==> src/rtl/jtopl_pkg.sv <==
// Shared constants for the OPL CPU write path: register map, control bit positions, update kinds.
// The OPL2 waveform registers are decoded only when JTOPL_OPL2_EN is defined.
package jtopl_pkg;

    localparam int HOLD_DEF = 24;

    localparam logic [7:0] REG_TEST   = 8'h01;
    localparam logic [7:0] REG_TIMA   = 8'h02;
    localparam logic [7:0] REG_TIMB   = 8'h03;
    localparam logic [7:0] REG_TCTL   = 8'h04;
    localparam logic [7:0] REG_CSM    = 8'h08;
    localparam logic [7:0] REG_MULT   = 8'h20;
    localparam logic [7:0] REG_KSL_TL = 8'h40;
    localparam logic [7:0] REG_AR_DR  = 8'h60;
    localparam logic [7:0] REG_SL_RR  = 8'h80;
    localparam logic [7:0] REG_FNUMLO = 8'hA0;
    localparam logic [7:0] REG_FNUMHI = 8'hB0;
    localparam logic [7:0] REG_RHY    = 8'hBD;
    localparam logic [7:0] REG_FBCON  = 8'hC0;
    localparam logic [7:0] REG_WAV    = 8'hE0;

    localparam int BD_AM      = 7;
    localparam int BD_VIB     = 6;
    localparam int BD_RHY     = 5;
    localparam int TC_RST     = 7;
    localparam int TC_MASKA   = 6;
    localparam int TC_MASKB   = 5;
    localparam int TC_LOADB   = 1;
    localparam int TC_LOADA   = 0;
    localparam int CSM_BIT    = 7;
    localparam int NSEL_BIT   = 6;
    localparam int WAV_EN_BIT = 5;

    // Enum value doubles as the bit index into the update-strobe vector.
    typedef enum logic [2:0] {
        UP_MULT   = 3'd0,
        UP_KSL_TL = 3'd1,
        UP_AR_DR  = 3'd2,
        UP_SL_RR  = 3'd3,
        UP_FNUMLO = 3'd4,
        UP_FNUMHI = 3'd5,
        UP_FBCON  = 3'd6,
        UP_WAV    = 3'd7
    } up_e;

    function automatic logic [7:0] up_onehot(input up_e k);
        return 8'd1 << k;
    endfunction

endpackage

==> src/rtl/jtopl_wr_slot.sv <==
// Maps an operator offset (5 bits) or a channel number (low 4 bits) to group/subslot plus validity.
module jtopl_wr_slot
    import jtopl_pkg::*;
(
    input  logic [4:0] idx,
    input  logic       is_ch,
    output logic [1:0] group,
    output logic [2:0] sub,
    output logic       valid
);

    always_comb begin
        group = 2'd0;
        sub   = 3'd0;
        valid = 1'b0;
        if (is_ch) begin
            valid = 1'b1;
            case (idx[3:0])
                4'd0: begin group = 2'd0; sub = 3'd0; end
                4'd1: begin group = 2'd0; sub = 3'd1; end
                4'd2: begin group = 2'd0; sub = 3'd2; end
                4'd3: begin group = 2'd1; sub = 3'd0; end
                4'd4: begin group = 2'd1; sub = 3'd1; end
                4'd5: begin group = 2'd1; sub = 3'd2; end
                4'd6: begin group = 2'd2; sub = 3'd0; end
                4'd7: begin group = 2'd2; sub = 3'd1; end
                4'd8: begin group = 2'd2; sub = 3'd2; end
                default: valid = 1'b0;
            endcase
        end else begin
            group = idx[4:3];
            sub   = idx[2:0];
            valid = (idx[2:0] <= 3'd5) && (idx[4:3] <= 2'd2);
        end
    end

endmodule

==> src/rtl/jtopl_wr_dec.sv <==
// CPU write decoder: address/data port writes -> held update strobes, slot selectors, global regs.
// Define JTOPL_OPL2_EN to decode 0x01 (wav_en) and 0xE0-0xF5 (up_wav).
module jtopl_wr_dec
    import jtopl_pkg::*;
#(
    parameter int HOLD = HOLD_DEF
) (
    input  logic       clk,
    input  logic       rst,
    input  logic       cen,
    input  logic [7:0] cpu_din,
    input  logic       cpu_addr,
    input  logic       cpu_wr,
    output logic       write,
    output logic [7:0] din,
    output logic [1:0] sel_group,
    output logic [2:0] sel_sub,
    output logic       up_mult,
    output logic       up_ksl_tl,
    output logic       up_ar_dr,
    output logic       up_sl_rr,
    output logic       up_fnumlo,
    output logic       up_fnumhi,
    output logic       up_fbcon,
    output logic       up_wav,
    output logic       busy,
    output logic       rhy_en,
    output logic [4:0] rhy_kon,
    output logic       am_dep,
    output logic       vib_dep,
    output logic       csm,
    output logic       note_sel,
    output logic [7:0] value_A,
    output logic [7:0] value_B,
    output logic       load_A,
    output logic       load_B,
    output logic       mask_A,
    output logic       mask_B,
    output logic       clr_flags,
    output logic       wav_en
);

    localparam int CW = $clog2(HOLD + 1);

    // cpu_wr is a one-clk strobe with no back-pressure: every access is accepted on the clk it is
    // sampled; cpu_addr=0 targets the address port, cpu_addr=1 the data port.
    logic [7:0]    sel_reg;
    logic [7:0]    up_vec;
    logic [CW-1:0] cnt;
    logic          wav_en_r;

    logic       is_upd, is_ch, slot_valid, dec_valid;
    up_e        kind;
    logic [1:0] slot_group;
    logic [2:0] slot_sub;

    always_comb begin
        is_upd = 1'b0;
        is_ch  = 1'b0;
        kind   = UP_MULT;
        case (sel_reg[7:4])
            REG_FNUMLO[7:4]: begin is_upd = 1'b1; is_ch = 1'b1; kind = UP_FNUMLO; end
            REG_FNUMHI[7:4]: begin is_upd = 1'b1; is_ch = 1'b1; kind = UP_FNUMHI; end
            REG_FBCON[7:4]:  begin is_upd = 1'b1; is_ch = 1'b1; kind = UP_FBCON;  end
            default: begin
                case (sel_reg[7:5])
                    REG_MULT[7:5]:   begin is_upd = 1'b1; kind = UP_MULT;   end
                    REG_KSL_TL[7:5]: begin is_upd = 1'b1; kind = UP_KSL_TL; end
                    REG_AR_DR[7:5]:  begin is_upd = 1'b1; kind = UP_AR_DR;  end
                    REG_SL_RR[7:5]:  begin is_upd = 1'b1; kind = UP_SL_RR;  end
`ifdef JTOPL_OPL2_EN
                    REG_WAV[7:5]:    begin is_upd = 1'b1; kind = UP_WAV;    end
`endif
                    default: ;
                endcase
            end
        endcase
    end

    jtopl_wr_slot u_slot (
        .idx   (sel_reg[4:0]),
        .is_ch (is_ch),
        .group (slot_group),
        .sub   (slot_sub),
        .valid (slot_valid)
    );

    assign dec_valid = is_upd && slot_valid;

    always_ff @(posedge clk or posedge rst) begin
        if (rst) begin
            sel_reg   <= '0;
            up_vec    <= '0;
            cnt       <= '0;
            busy      <= 1'b0;
            write     <= 1'b0;
            din       <= '0;
            sel_group <= '0;
            sel_sub   <= '0;
            rhy_en    <= 1'b0;
            rhy_kon   <= '0;
            am_dep    <= 1'b0;
            vib_dep   <= 1'b0;
            csm       <= 1'b0;
            note_sel  <= 1'b0;
            value_A   <= '0;
            value_B   <= '0;
            load_A    <= 1'b0;
            load_B    <= 1'b0;
            mask_A    <= 1'b0;
            mask_B    <= 1'b0;
            clr_flags <= 1'b0;
            wav_en_r  <= 1'b0;
        end else begin
            write     <= 1'b0;
            clr_flags <= 1'b0;
            if (cpu_wr && !cpu_addr) sel_reg <= cpu_din;
            if (cpu_wr && cpu_addr) begin
                din   <= cpu_din;
                write <= 1'b1;
                case (sel_reg)
`ifdef JTOPL_OPL2_EN
                    REG_TEST: wav_en_r <= cpu_din[WAV_EN_BIT];
`endif
                    REG_TIMA: value_A <= cpu_din;
                    REG_TIMB: value_B <= cpu_din;
                    REG_TCTL: begin
                        if (cpu_din[TC_RST]) begin
                            clr_flags <= 1'b1;
                        end else begin
                            load_A <= cpu_din[TC_LOADA];
                            load_B <= cpu_din[TC_LOADB];
                            mask_A <= cpu_din[TC_MASKA];
                            mask_B <= cpu_din[TC_MASKB];
                        end
                    end
                    REG_CSM: begin
                        csm      <= cpu_din[CSM_BIT];
                        note_sel <= cpu_din[NSEL_BIT];
                    end
                    REG_RHY: begin
                        am_dep  <= cpu_din[BD_AM];
                        vib_dep <= cpu_din[BD_VIB];
                        rhy_en  <= cpu_din[BD_RHY];
                        rhy_kon <= cpu_din[4:0];
                    end
                    default: ;
                endcase
            end
            // A new valid update takes priority over the hold countdown on the same clk.
            if (cpu_wr && cpu_addr && dec_valid) begin
                up_vec    <= up_onehot(kind);
                busy      <= 1'b1;
                cnt       <= CW'(HOLD);
                sel_group <= slot_group;
                sel_sub   <= slot_sub;
            end else if (cen && cnt != '0) begin
                cnt <= cnt - CW'(1);
                if (cnt == CW'(1)) begin
                    up_vec <= '0;
                    busy   <= 1'b0;
                end
            end
        end
    end

    assign up_mult   = up_vec[UP_MULT];
    assign up_ksl_tl = up_vec[UP_KSL_TL];
    assign up_ar_dr  = up_vec[UP_AR_DR];
    assign up_sl_rr  = up_vec[UP_SL_RR];
    assign up_fnumlo = up_vec[UP_FNUMLO];
    assign up_fnumhi = up_vec[UP_FNUMHI];
    assign up_fbcon  = up_vec[UP_FBCON];
    assign up_wav    = up_vec[UP_WAV];
    assign wav_en    = wav_en_r;

endmodule

==> config.mk <==
export PLATFORM = sky130hd
export DESIGN_NAME = jtopl_wr_dec
export DESIGN_NICKNAME = d
export VERILOG_FILES = /design/src/rtl/jtopl_pkg.sv /design/src/rtl/jtopl_wr_slot.sv /design/src/rtl/jtopl_wr_dec.sv
export SDC_FILE = /design/constraint.sdc
export NUM_CORES = 1
export LEC_CHECK = 0
export ABC_AREA = 0
export BUFFER_PORTS_ARGS = -buffer_cell sky130_fd_sc_hd__buf_2
export CAP_MARGIN = 20
export CORE_MARGIN = 1
export CORE_UTILIZATION = 45
export DETAILED_ROUTE_END_ITERATION = 8
export PLACE_DENSITY_LB_ADDON = 0.3
export SLEW_MARGIN = 20
export SYNTH_ARGS = -nofsm -noshare
export SYNTH_HDL_FRONTEND = slang
export SYNTH_SLANG_ARGS = --single-unit
export TNS_END_PERCENT = 30
==> constraint.sdc <==
create_clock -name clk -period 3.3 [get_ports clk]
set_input_delay 0.99 -clock clk [delete_from_list [all_inputs] [get_ports clk]]
set_output_delay 0.99 -clock clk [all_outputs]
set_load 0.05 [all_outputs]
# Yosys cells after proc, flatten, opt, wreduce, memory -nomap -nowiden
# Cells that the tools add are included.
# word_totals
input_bits,13
reg_bits,67
wordCells,94
out_inout_bits,55
# classes
n_reduce_logical,24
bitwise,1
magnitude_cmp,2
muxes,23
eq_ne,21
add_sub_neg,1
n_shift,1
# op_table
cell,n
$mux 8,3
$eq 4x3->1 const B,4
$eq 4x4->1 const B,4
$eq 8x2->1 const B,2
$reduce_or 3->1,5
$mux 1,12
$mux 5,2
$reduce_and 2->1,5
$pmux 3 s3,1
$reduce_or 9->1,1
$eq 4x2->1 const B,2
$eq 8x3->1 const B,1
$eq 8x4->1 const B,1
$eq 8x8->1 const B,1
$pmux 2 s2,2
$shl 1x3->8 const A,1
$eq 3x2->1 const B,2
$logic_and 1x1->1,6
$pmux 2 s3,1
$eq 5x1->1 const B,1
$reduce_bool 5->1,1
$sub 5x1->5 const B,1
$eq 4x1->1 const B,1
$logic_not 4->1,1
11 further kinds,12

# Longest topological paths before layout
# Gate-level depths: netlist of run 1.
# logic_depth
ltp_word,8
depth_mapped,6
mapped_depth_nobuf,6

# Cells and area by module
# A second synthesis of run 1 with hierarchy kept.
# unflattened
hier_cells,232
area_unflattened_um2,3081.7
# by_module_without_submodules
mod,n_inst,cells_per_inst,area_per_inst_um2,seq_area_each_um2
jtopl_wr_dec,1,203,2862.7,1676.6
jtopl_wr_slot,1,29,219.0,0.0

# Worst setup path after synthesis of run 1
# Ideal clock, no wire load.
# synth_timing
path_type,input-to-reg
start,in cpu_addr
end,reg value_A[0]
n_path_buf,1
path_stages,5
arrival_ns,2.377
required_time_ns,3.175
setup_time_ns,0.125
path_slack_ns,0.798
cell_sequence,nand2_1 -> or4_4 -> or4_4 -> buf_6 -> mux2_4
# synth_via
elab_chain_cells,2
# synth_lines
item,line_no,rtl
"start, declared",jtopl_wr_dec.sv:12,"input logic cpu_addr,"
$logic_and 1x1->1,jtopl_wr_dec.sv:118,if (cpu_wr && cpu_addr) begin
$reduce_and 2->1 (no source line),--,
"end signal, assigned",jtopl_wr_dec.sv:125,REG_TIMA: value_A <= cpu_din;
"end, declared",jtopl_wr_dec.sv:33,"output logic [7:0] value_A,"
# Every way passes these cells.
# A chain may end at the register's enable or synchronous reset.

# Worst setup path in the final report of run 1
# layout_timing
start,in cpu_addr
end,reg value_A[7]
# Same word-level chain as after synthesis.

==> results of run 1 <==
## routing by layer
layer | vias up | track usage | wire, um
met5 | - | 0 | 0
met4 | 0 | 0.0627 | 85
met3 | 9 | 0.0696 | 339
met2 | 63 | 0.281 | 2690
met1 | 969 | 0.238 | 2780
li1 | 959 | - | -
## placed cells by master, fill, tap and decap left out, drive strengths merged, types with 3 or more instances in the layout
cell,Yosys,layout
buf,3,71
dfrtp,67,67
mux2,49,49
nand2,18,18
clkbuf,9,11
nor2,8,8
mux2i,7,7
inv,7,7
nand3,6,6
nand2b,5,5
nor3,5,5
nand3b,4,4
o21ai,4,4
o22ai,3,3
ha,3,3
a21oi,3,3
clkinv,0,3
## worst paths after layout
path / startpoint / to / slack (ns) / depth (start not counted)
worst max-delay path: cpu_addr / value_A[7]$_DFFE_PP0P_ / 0.99 / 5
worst min-delay path: din[7]$_DFFE_PP0P_ / din[7]$_DFFE_PP0P_ / 0.48 / 2
worst max register to register: sel_reg[5]$_DFFE_PP0P_ / value_A[7]$_DFFE_PP0P_ / 1.10 / 4
worst min register to register: din[7]$_DFFE_PP0P_ / din[7]$_DFFE_PP0P_ / 0.48 / 2
max in group asynchronous: rst / load_A$_DFFE_PP0P_ / 1.95 / 3
min in group asynchronous: rst / note_sel$_DFFE_PP0P_ / 0.73 / 2
## metrics by stage
stage | hold slack, ns | area, um2
2_1_floorplan | 0.523 | 2970
3_3_place_gp | 0.454 | 3390
3_5_place_dp | 0.469 | 3390
4_1_cts | 0.485 | 3580
5_1_grt | 0.515 | 3580
6_report | 0.482 | 3580
## kinds of logic (layout without fill, tap and decap cells)
| kind of cell | count (synthesis) | count (layout) | share of synthesized area |
|---|---|---|---|
| buffers and inverters | 19 | 94 | 0.0286 |
| DFF | 67 | 67 | 0.564 |
| and+or+nand+nor | 64 | 64 | 0.126 |
| adders and majority gates | 3 | 3 | 0.0126 |
| AOI/OAI and AO/OA | 18 | 18 | 0.0400 |
| xor gates and xnor gates | 3 | 3 | 0.00884 |
| other | 1 | 1 | 0.00126 |
| muxes | 56 | 56 | 0.219 |
## worst min-delay path, delay by kind of cell, from the launching register on
| family | cells | cell delay, ns |
|---|---|---|
| flops | 1 | 0.34 |
| simple gates | 1 | 0.04 |
| compound gates | 1 | 0.06 |
## cell type report
class / count / area, um2
repair buffers: 71 / 380
clock inverters: 5 / 37.5
well taps: 77 / 96.3
clock buffers: 11 / 151
flip-flops and latches: 67 / 1680
multi-input cells: 145 / 1210
inverters: 7 / 26.3
fillers: 559 / 2770
## synthesized netlist by cell type (all sizes together)
master and number:
a211oi 1, a21o 1, a21oi 3, a22oi 1
a311o 1, a31oi 2, and2 2, and3b 1
and4bb 1, buf 3, clkbuf 9, conb 1
dfrtp 67, ha 3, inv 7, mux2 49
mux2i 7, nand2 18, nand2b 5, nand3 6
nand3b 4, nand4b 1, nand4bb 1, nor2 8
nor2b 1, nor3 5, nor4 2, nor4b 2
nor4bb 1, o211ai 1, o21ai 4, o22ai 3
o31a 1, or2 1, or3 1, or3b 1
or4 2, or4b 1, xnor2 1, xor2 2
## power by group through the flow
stage,registers [uW],clock network [uW],logic [uW]
after detailed placement,1110,0,851
after floorplan,1440,0,312
after global placement,1110,0,835
final,1090,629,846
after global routing,1120,682,904
after CTS,1090,647,854
==> flow_metrics.py, run 1 <==
metrics = {
    "timing": {
        "final_hold_viol_count": 0,
        "worst_pin_slew_ns": 0.644,
        "min_period_ns": 2.31,
        "finalSetupViolCount": 0,
        "rsz0062_at_grt": "false",
        "finClkSkew_ns": 0.0108,
        "setup_ws_ns": 0.989,
        "setup_tns_ns": 0,
        "finalCritPeriodShare": 0.700,
        "slew_violations": 0,
        "fmaxAchievable_mhz": 433,
        "relSlewSlack": 0.570,
    },
    "yosys": {
        "synth_top_cell_by_area": "dfrtp_1",
        "ys_top_cells_by_area": "dfrtp_1 (56%), mux2_2 (16%), mux2_4 (4.0%), mux2i_1 (2.4%), nand2_1 (2.3%)",
        "ys_seq_area_frac": 0.564,
        "synth_top_area_share": 0.564,
        "ys_warn_count": 1,
        "synth_area_um2": 2970,
        "syn-instance-count": 231,
        "ys_ff_latch": 67,
        "syn_nets": 247,
        "syn_avg_cell_area_um2": 12.9,
        "synth_cell_types": 46,
    },
    "pwr": {
        "p_leak_uw": 0.00179,
        "pwr-share-seq": 0.426,
        "switchingPower_uw": 1020,
        "power.internal_uw": 1550,
        "sw_frac_of_total": 0.398,
        "power_frac_comb": 0.329,
        "power_density_nw_per_um2": 717,
        "ir_drop_uv": 460,
        "clkPwrFrac": 0.245,
        "finalPower_uw": 2570,
    },
    "finish": {
        "final_util": 0.564,
        "nNetsFinal": 317,
        "area_growth_pct": 20.4,
        "fin_cells": 383,
        "diodes": 0,
        "final_layout_size_suffix_gt1_frac": 0.471,
    },
    "run": {
        "maxCapViolCount": 0,
    },
    "setup_path": {
        "cpPeakStageDelay_ns": 0.54,
        "end_kind": "flip-flop",
        "crit_chain": "buf_2 > nand2_1 > or4_4 > or4_4 > mux2_4",
        "worst-setup-path-type": "in -> reg",
        "cp_max_fo": 8,
        "cp_common_cell": "or4_4",
        "crit_family": "simple AND/OR/NAND/NOR gates",
        "path_buf_inv": 1,
        "arrival_ns": 2.53,
        "worstPathRequired_ns": 3.52,
        "slowest_stage": "or4_4",
        "crit_path_start_kind": "input port",
    },
    "place": {
        "dp_slack_ns": 0.646,
        "io_buffer_count": 66,
        "placed_cells": 367,
        "post-dp-hpwl_mm": 4.06,
        "place_congestion": 0.835,
    },
    "clocking": {
        "cts_made_buffers": 9,
        "cts_tree": "done",
        "post-cts-setup-buffers": 0,
        "clk_latency_ns": 0.34,
        "cts.path.max_buffers": 2,
        "cts_sinks": 67,
        "root_buffer": "clkbuf_8",
        "cts_max_level": 3,
        "cts.reportedPaths.clkPinSlew_ns": 0.07,
        "hold_buffers": 0,
        "cts_resized": 0,
    },
    "route": {
        "viasPerCell": 5.22,
        "wirelength_mm": 5.90,
        "via_count": 2000,
        "routedWlPerCell_um": 15.4,
        "drc_errors": 0,
        "drtIter0Drc": 125,
        "dr.pass1.iters": 4,
        "drtAntennaViolNets": 0,
    },
    "floorplan": {
        "boundaryPins": 68,
        "chipWidth_um": 83.3,
        "num_rows": 29,
        "initial_utilization": 0.468,
        "dieHeight_um": 83.3,
        "core_um2": 6350,
        "die_area_um2": 6940,
    },
    "outcome": {
        "status": "finished, final reports clean",
    },
    "min_path": {
        "hold_class": "reg -> reg",
    },
    "global_route": {
        "grt_first_pass_wirelength_mm": 9.78,
        "grt_pass1_vias": 1959,
        "grt_overflow": 0,
        "grt_util_all_layers": 0.183,
        "grt_max_degree": 40,
        "antenna_found_initial": 0,
    },
}
Power figures use the tool's default switching activity.
==> run 2: changes to the inputs <==
- clock period: 3.3 -> 2.2 ns (I/O delays scaled with it)
==> flow_metrics.py, run 2 (synthesized netlist as in run 1, its figures left out) <==
metrics = {
    "route": {
        "drc_errors": 0,
        "viasPerCell": 5.23,
        "via_count": 2034,
        "wirelength_mm": 5.92,
        "drtAntennaViolNets": 0,
        "routedWlPerCell_um": 15.2,
        "drtIter0Drc": 170,
        "dr.pass1.iters": 4,
    },
    "pwr": {
        "p_leak_uw": 0.00184,
        "power_density_nw_per_um2": 1110,
        "ir_drop_uv": 794,
    },
    "global_route": {
        "grt_max_degree": 68,
        "grt_pass1_vias": 2076,
        "grt_util_all_layers": 0.189,
        "antenna_found_initial": 0,
        "grt_overflow": 0,
        "grt_first_pass_wirelength_mm": 10.1,
    },
    "setup_path": {
        "worstPathRequired_ns": 2.42,
        "crit_family": "simple AND/OR/NAND/NOR gates",
        "ff2ff_path_depth": 4,
        "path_buf_inv": 0,
        "r2r_start": "sel_reg[4]$_DFFE_PP0P_",
        "end_kind": "flip-flop",
        "startpoint": "sel_reg[4]$_DFFE_PP0P_",
        "cp_common_cell": "or4_4",
        "arrival_ns": 2.29,
        "crit_chain": "or2_1 > or4_4 > or4_4 > mux2_4",
        "r2r_end": "value_A[4]$_DFFE_PP0P_",
        "cpPeakStageDelay_ns": 0.55,
        "crit_path_start_kind": "flip-flop",
        "worst-setup-path-type": "reg -> reg",
        "ff2ff_setup_slack_ns": 0.13,
        "crit_cells": 4,
        "cp_max_fo": 8,
        "slowest_stage": "or4_4",
        "crit_path_end": "value_A[4]$_DFFE_PP0P_",
    },
    "timing": {
        "min_period_ns": 2.07,
        "relSlewSlack": 0.592,
        "fmaxAchievable_mhz": 482,
        "whs_ns": 0.399,
        "final_hold_viol_count": 0,
        "worst_pin_slew_ns": 0.603,
        "finalCritPeriodShare": 0.943,
        "finClkSkew_ns": 0.00677,
        "slew_violations": 0,
        "setup_tns_ns": 0,
        "setup_ws_ns": 0.126,
        "rsz0062_at_grt": "false",
        "finalSetupViolCount": 0,
    },
    "finish": {
        "fillers": 557,
        "area_growth_pct": 23.3,
        "ff_latch_area_um2": 1680,
        "multi_input_comb_area_um2": 1210,
        "diodes": 0,
        "layout_commonest_cell": "dfrtp_1",
        "layout_common_cells": "dfrtp_1 (67), buf_2 (66), mux2_2 (41), nand2_1 (18)",
        "nNetsFinal": 323,
        "final_layout_size_suffix_gt1_frac": 0.478,
        "fin_cells": 389,
        "fin_area_um2": 3670,
    },
    "place": {
        "place_congestion": 0.757,
        "io_buffer_count": 66,
        "post-dp-hpwl_mm": 4.08,
        "dpl_cell_area_um2": 3440,
        "dp_slack_ns": -0.114,
        "placed_cells": 373,
    },
    "clocking": {
        "hold_buffers": 0,
        "cts_max_level": 3,
        "clk_latency_ns": 0.34,
        "root_buffer": "clkbuf_8",
        "post-cts-setup-buffers": 0,
        "cts_tree": "done",
        "cts_made_buffers": 9,
        "cts.path.max_buffers": 2,
        "cts_sinks": 67,
        "cts_resized": 0,
        "cts.reportedPaths.clkPinSlew_ns": 0.07,
    },
    "floorplan": {
        "core_um2": 6350,
        "initial_utilization": 0.468,
        "chipWidth_um": 83.3,
        "dieHeight_um": 83.3,
        "boundaryPins": 68,
        "die_area_um2": 6940,
        "num_rows": 29,
    },
    "min_path": {
        "hold_class": "in -> async",
    },
    "outcome": {
        "status": "finished, final reports clean",
    },
    "run": {
        "maxCapViolCount": 0,
    },
}
run 2: cell types whose count changed in the layout (fill, tap and decap cells not counted):
cell / before / now
inv_2: 1 / 0
clkinv_4: 2 / 1
clkbuf_8: 11 / 10
buf_4: 4 / 10
clkinv_2: 1 / 0
inv_6: 0 / 1
bufinv_16: 0 / 2
clkbuf_1: 0 / 1
run 2: power breakdown:
group	total (uW)	internal [uW]	switching, uW	leakage [uW]
clock	1150	675	470	0.000110
combinational	1300	405	894	0.000872
sequential	1620	1460	163	0.000856
run 2: area by class of cell:
cell class,count,share of cell area
inverter,7,0.00819
clock buffer,11,0.0386
tap,77,0.0263
multi-input combinational,145,0.331
sequential,67,0.457
timing repair buffer,77,0.116
clock inverter,5,0.0232
run 2: worst min-delay path by stage:
stage                                  start                endpoint  slack (ns)  depth (start not counted)
after floorplan           cnt[3]$_DFFE_PP0P_      cnt[3]$_DFFE_PP0P_        0.52                          2
after global placement      busy$_DFFE_PP0P_        busy$_DFFE_PP0P_        0.45                          1
after detailed placement    busy$_DFFE_PP0P_        busy$_DFFE_PP0P_        0.46                          1
after CTS                                rst  value_B[7]$_DFFE_PP0P_        0.41                          3
after global routing                     rst   up_vec[0]$_DFFE_PP0P_        0.42                          3
final                                    rst   up_vec[0]$_DFFE_PP0P_        0.40                          3
run 2: metal layers:
| layer | wire [um] | track usage |
|---|---|---|
| met5 | 0 | 0 |
| met4 | 65 | 0.0658 |
| met3 | 319 | 0.0616 |
| met2 | 2890 | 0.298 |
| met1 | 2640 | 0.244 |
run 2: metrics by stage:
stage,utilization,power (uW)
after CTS,0.578,4100
after global placement,0.542,2930
final,0.578,4060
after detailed placement,0.542,2950
after global routing,0.578,4280
after floorplan,-,2630
run 2: worst min-delay path: stages:
cell,delay (ns)
buf_2,0.11
clkinvlp_4,0.07
buf_12,0.29
==> run 3: changes to the inputs <==
- REMOVE_ABC_BUFFERS: not set -> 1
==> flow_metrics.py, run 3 (synthesized netlist as in run 1, its figures left out) <==
metrics = {
    "setup_path": {
        "crit_path_start_kind": "flip-flop",
        "cp_max_fo": 8,
        "end_kind": "flip-flop",
        "path_buf_inv": 0,
        "worstPathRequired_ns": 2.43,
        "crit_family": "simple AND/OR/NAND/NOR gates",
        "cpPeakStageDelay_ns": 0.55,
        "arrival_ns": 2.33,
        "crit_chain": "or2_1 > or4_4 > or4_4 > mux2_4",
        "slowest_stage": "or4_4",
        "worst-setup-path-type": "reg -> reg",
        "cp_common_cell": "or4_4",
    },
    "global_route": {
        "grt_overflow": 0,
        "grt_max_degree": 68,
        "grt_first_pass_wirelength_mm": 10.2,
        "grt_util_all_layers": 0.190,
        "grt_pass1_vias": 2055,
        "antenna_found_initial": 0,
    },
    "floorplan": {
        "core_um2": 6350,
        "boundaryPins": 68,
        "initial_utilization": 0.468,
        "die_area_um2": 6940,
        "dieHeight_um": 83.3,
        "num_rows": 29,
        "chipWidth_um": 83.3,
    },
    "place": {
        "place_congestion": 0.830,
        "post-dp-hpwl_mm": 4.15,
        "io_buffer_count": 66,
    },
    "clocking": {
        "root_buffer": "clkbuf_8",
        "hold_buffers": 0,
        "cts_tree": "done",
        "cts_resized": 0,
        "cts.path.max_buffers": 2,
        "cts.reportedPaths.clkPinSlew_ns": 0.08,
        "post-cts-setup-buffers": 0,
        "clk_latency_ns": 0.34,
        "cts_sinks": 67,
        "cts_max_level": 3,
        "cts_made_buffers": 9,
    },
    "route": {
        "drc_errors": 0,
        "dr.pass1.iters": 6,
        "drtAntennaViolNets": 0,
        "drtIter0Drc": 101,
        "via_count": 2016,
        "wl_met2_mm": 2.82,
        "routedWlPerCell_um": 15.5,
        "met3WireLength_um": 379,
        "routed.top_layer": "met4",
        "wirelength_mm": 6.00,
        "viasPerCell": 5.20,
        "wl_met1_mm": 2.73,
    },
    "pwr": {
        "p_leak_uw": 0.00182,
        "power_density_nw_per_um2": 1080,
        "ir_drop_uv": 809,
    },
    "finish": {
        "nNetsFinal": 323,
        "area_growth_pct": 22.4,
        "diodes": 0,
        "final_layout_size_suffix_gt1_frac": 0.479,
        "layout_commonest_cell": "dfrtp_1",
        "final_util": 0.573,
        "layout_common_cells": "dfrtp_1 (67), buf_2 (66), mux2_2 (41), nand2_1 (18)",
    },
    "timing": {
        "finalSetupViolCount": 0,
        "whs_ns": 0.367,
        "fmaxAchievable_mhz": 476,
        "worst_pin_slew_ns": 0.576,
        "final_hold_viol_count": 0,
        "relSlewSlack": 0.611,
        "slew_violations": 0,
        "min_period_ns": 2.10,
        "rsz0062_at_grt": "false",
        "finalCritPeriodShare": 0.955,
        "finClkSkew_ns": 0.0102,
    },
    "run": {
        "maxCapViolCount": 0,
    },
    "outcome": {
        "status": "finished, final reports clean",
    },
    "min_path": {
        "hold_class": "in -> async",
    },
}
## run 3: changes by cell type in the layout (fill, tap and decap cells not counted), sizes merged
cell      delta
inv          +1
bufinv       -1
clkinvlp     +1
clkbuf       -2
## run 3: where the power goes
group / total (uW) / internal, uW / switching [uW]
combinational: 1310 / 410 / 899
clock: 996 / 518 / 478
sequential: 1620 / 1460 / 168
total: 3930 / 2380 / 1540
## run 3: path summary, 6_finish.rpt
| check | from | end | slack [ns] | depth (start not counted) |
|---|---|---|---|---|
| worst min-delay path | rst | note_sel$_DFFE_PP0P_ | 0.37 | 3 |
| min in group clk | busy$_DFFE_PP0P_ | busy$_DFFE_PP0P_ | 0.47 | 1 |
| max in group asynchronous | rst | up_vec[3]$_DFFE_PP0P_ | 1.51 | 3 |
| worst min register to register | busy$_DFFE_PP0P_ | busy$_DFFE_PP0P_ | 0.47 | 1 |
| worst max register to register | sel_reg[4]$_DFFE_PP0P_ | value_A[1]$_DFFE_PP0P_ | 0.1 | 4 |
| worst max-delay path | sel_reg[4]$_DFFE_PP0P_ | value_A[1]$_DFFE_PP0P_ | 0.1 | 4 |
## run 3: metal layers
metal	global-route usage	vias to the layer above
met5	0	-
met4	0.0658	0
met3	0.0606	10
met2	0.303	63
met1	0.244	977
li1	-	966
## run 3: final cells by class
class,instances,area [um2]
Fill cell,520,2710
Sequential cell,67,1680
Multi-Input combinational cell,145,1210
Timing Repair Buffer,77,438
Clock buffer,9,124
Tap cell,77,96.3
Clock inverter,6,66.3
Inverter,7,26.3
## run 3: worst min-delay path: cells and delay by family
kind | cells | cell delay, ns
buf+inv | 3 | 0.44
## run 3: metrics by stage
stage | worst slack [ns] | cell area [um2] | cells | power, uW | setup TNS, ns
final | 0.0993 | 3640 | 388 | 3930 | 0
after detailed placement | -0.126 | 3450 | 373 | 2960 | -1.44
after global placement | -0.0817 | 3450 | 373 | 2930 | -0.646
after global routing | 0.0545 | 3640 | 388 | 4130 | 0
after CTS | 0.0770 | 3640 | 388 | 3960 | 0
after floorplan | -0.143 | 2920 | 219 | 2620 | -10.84
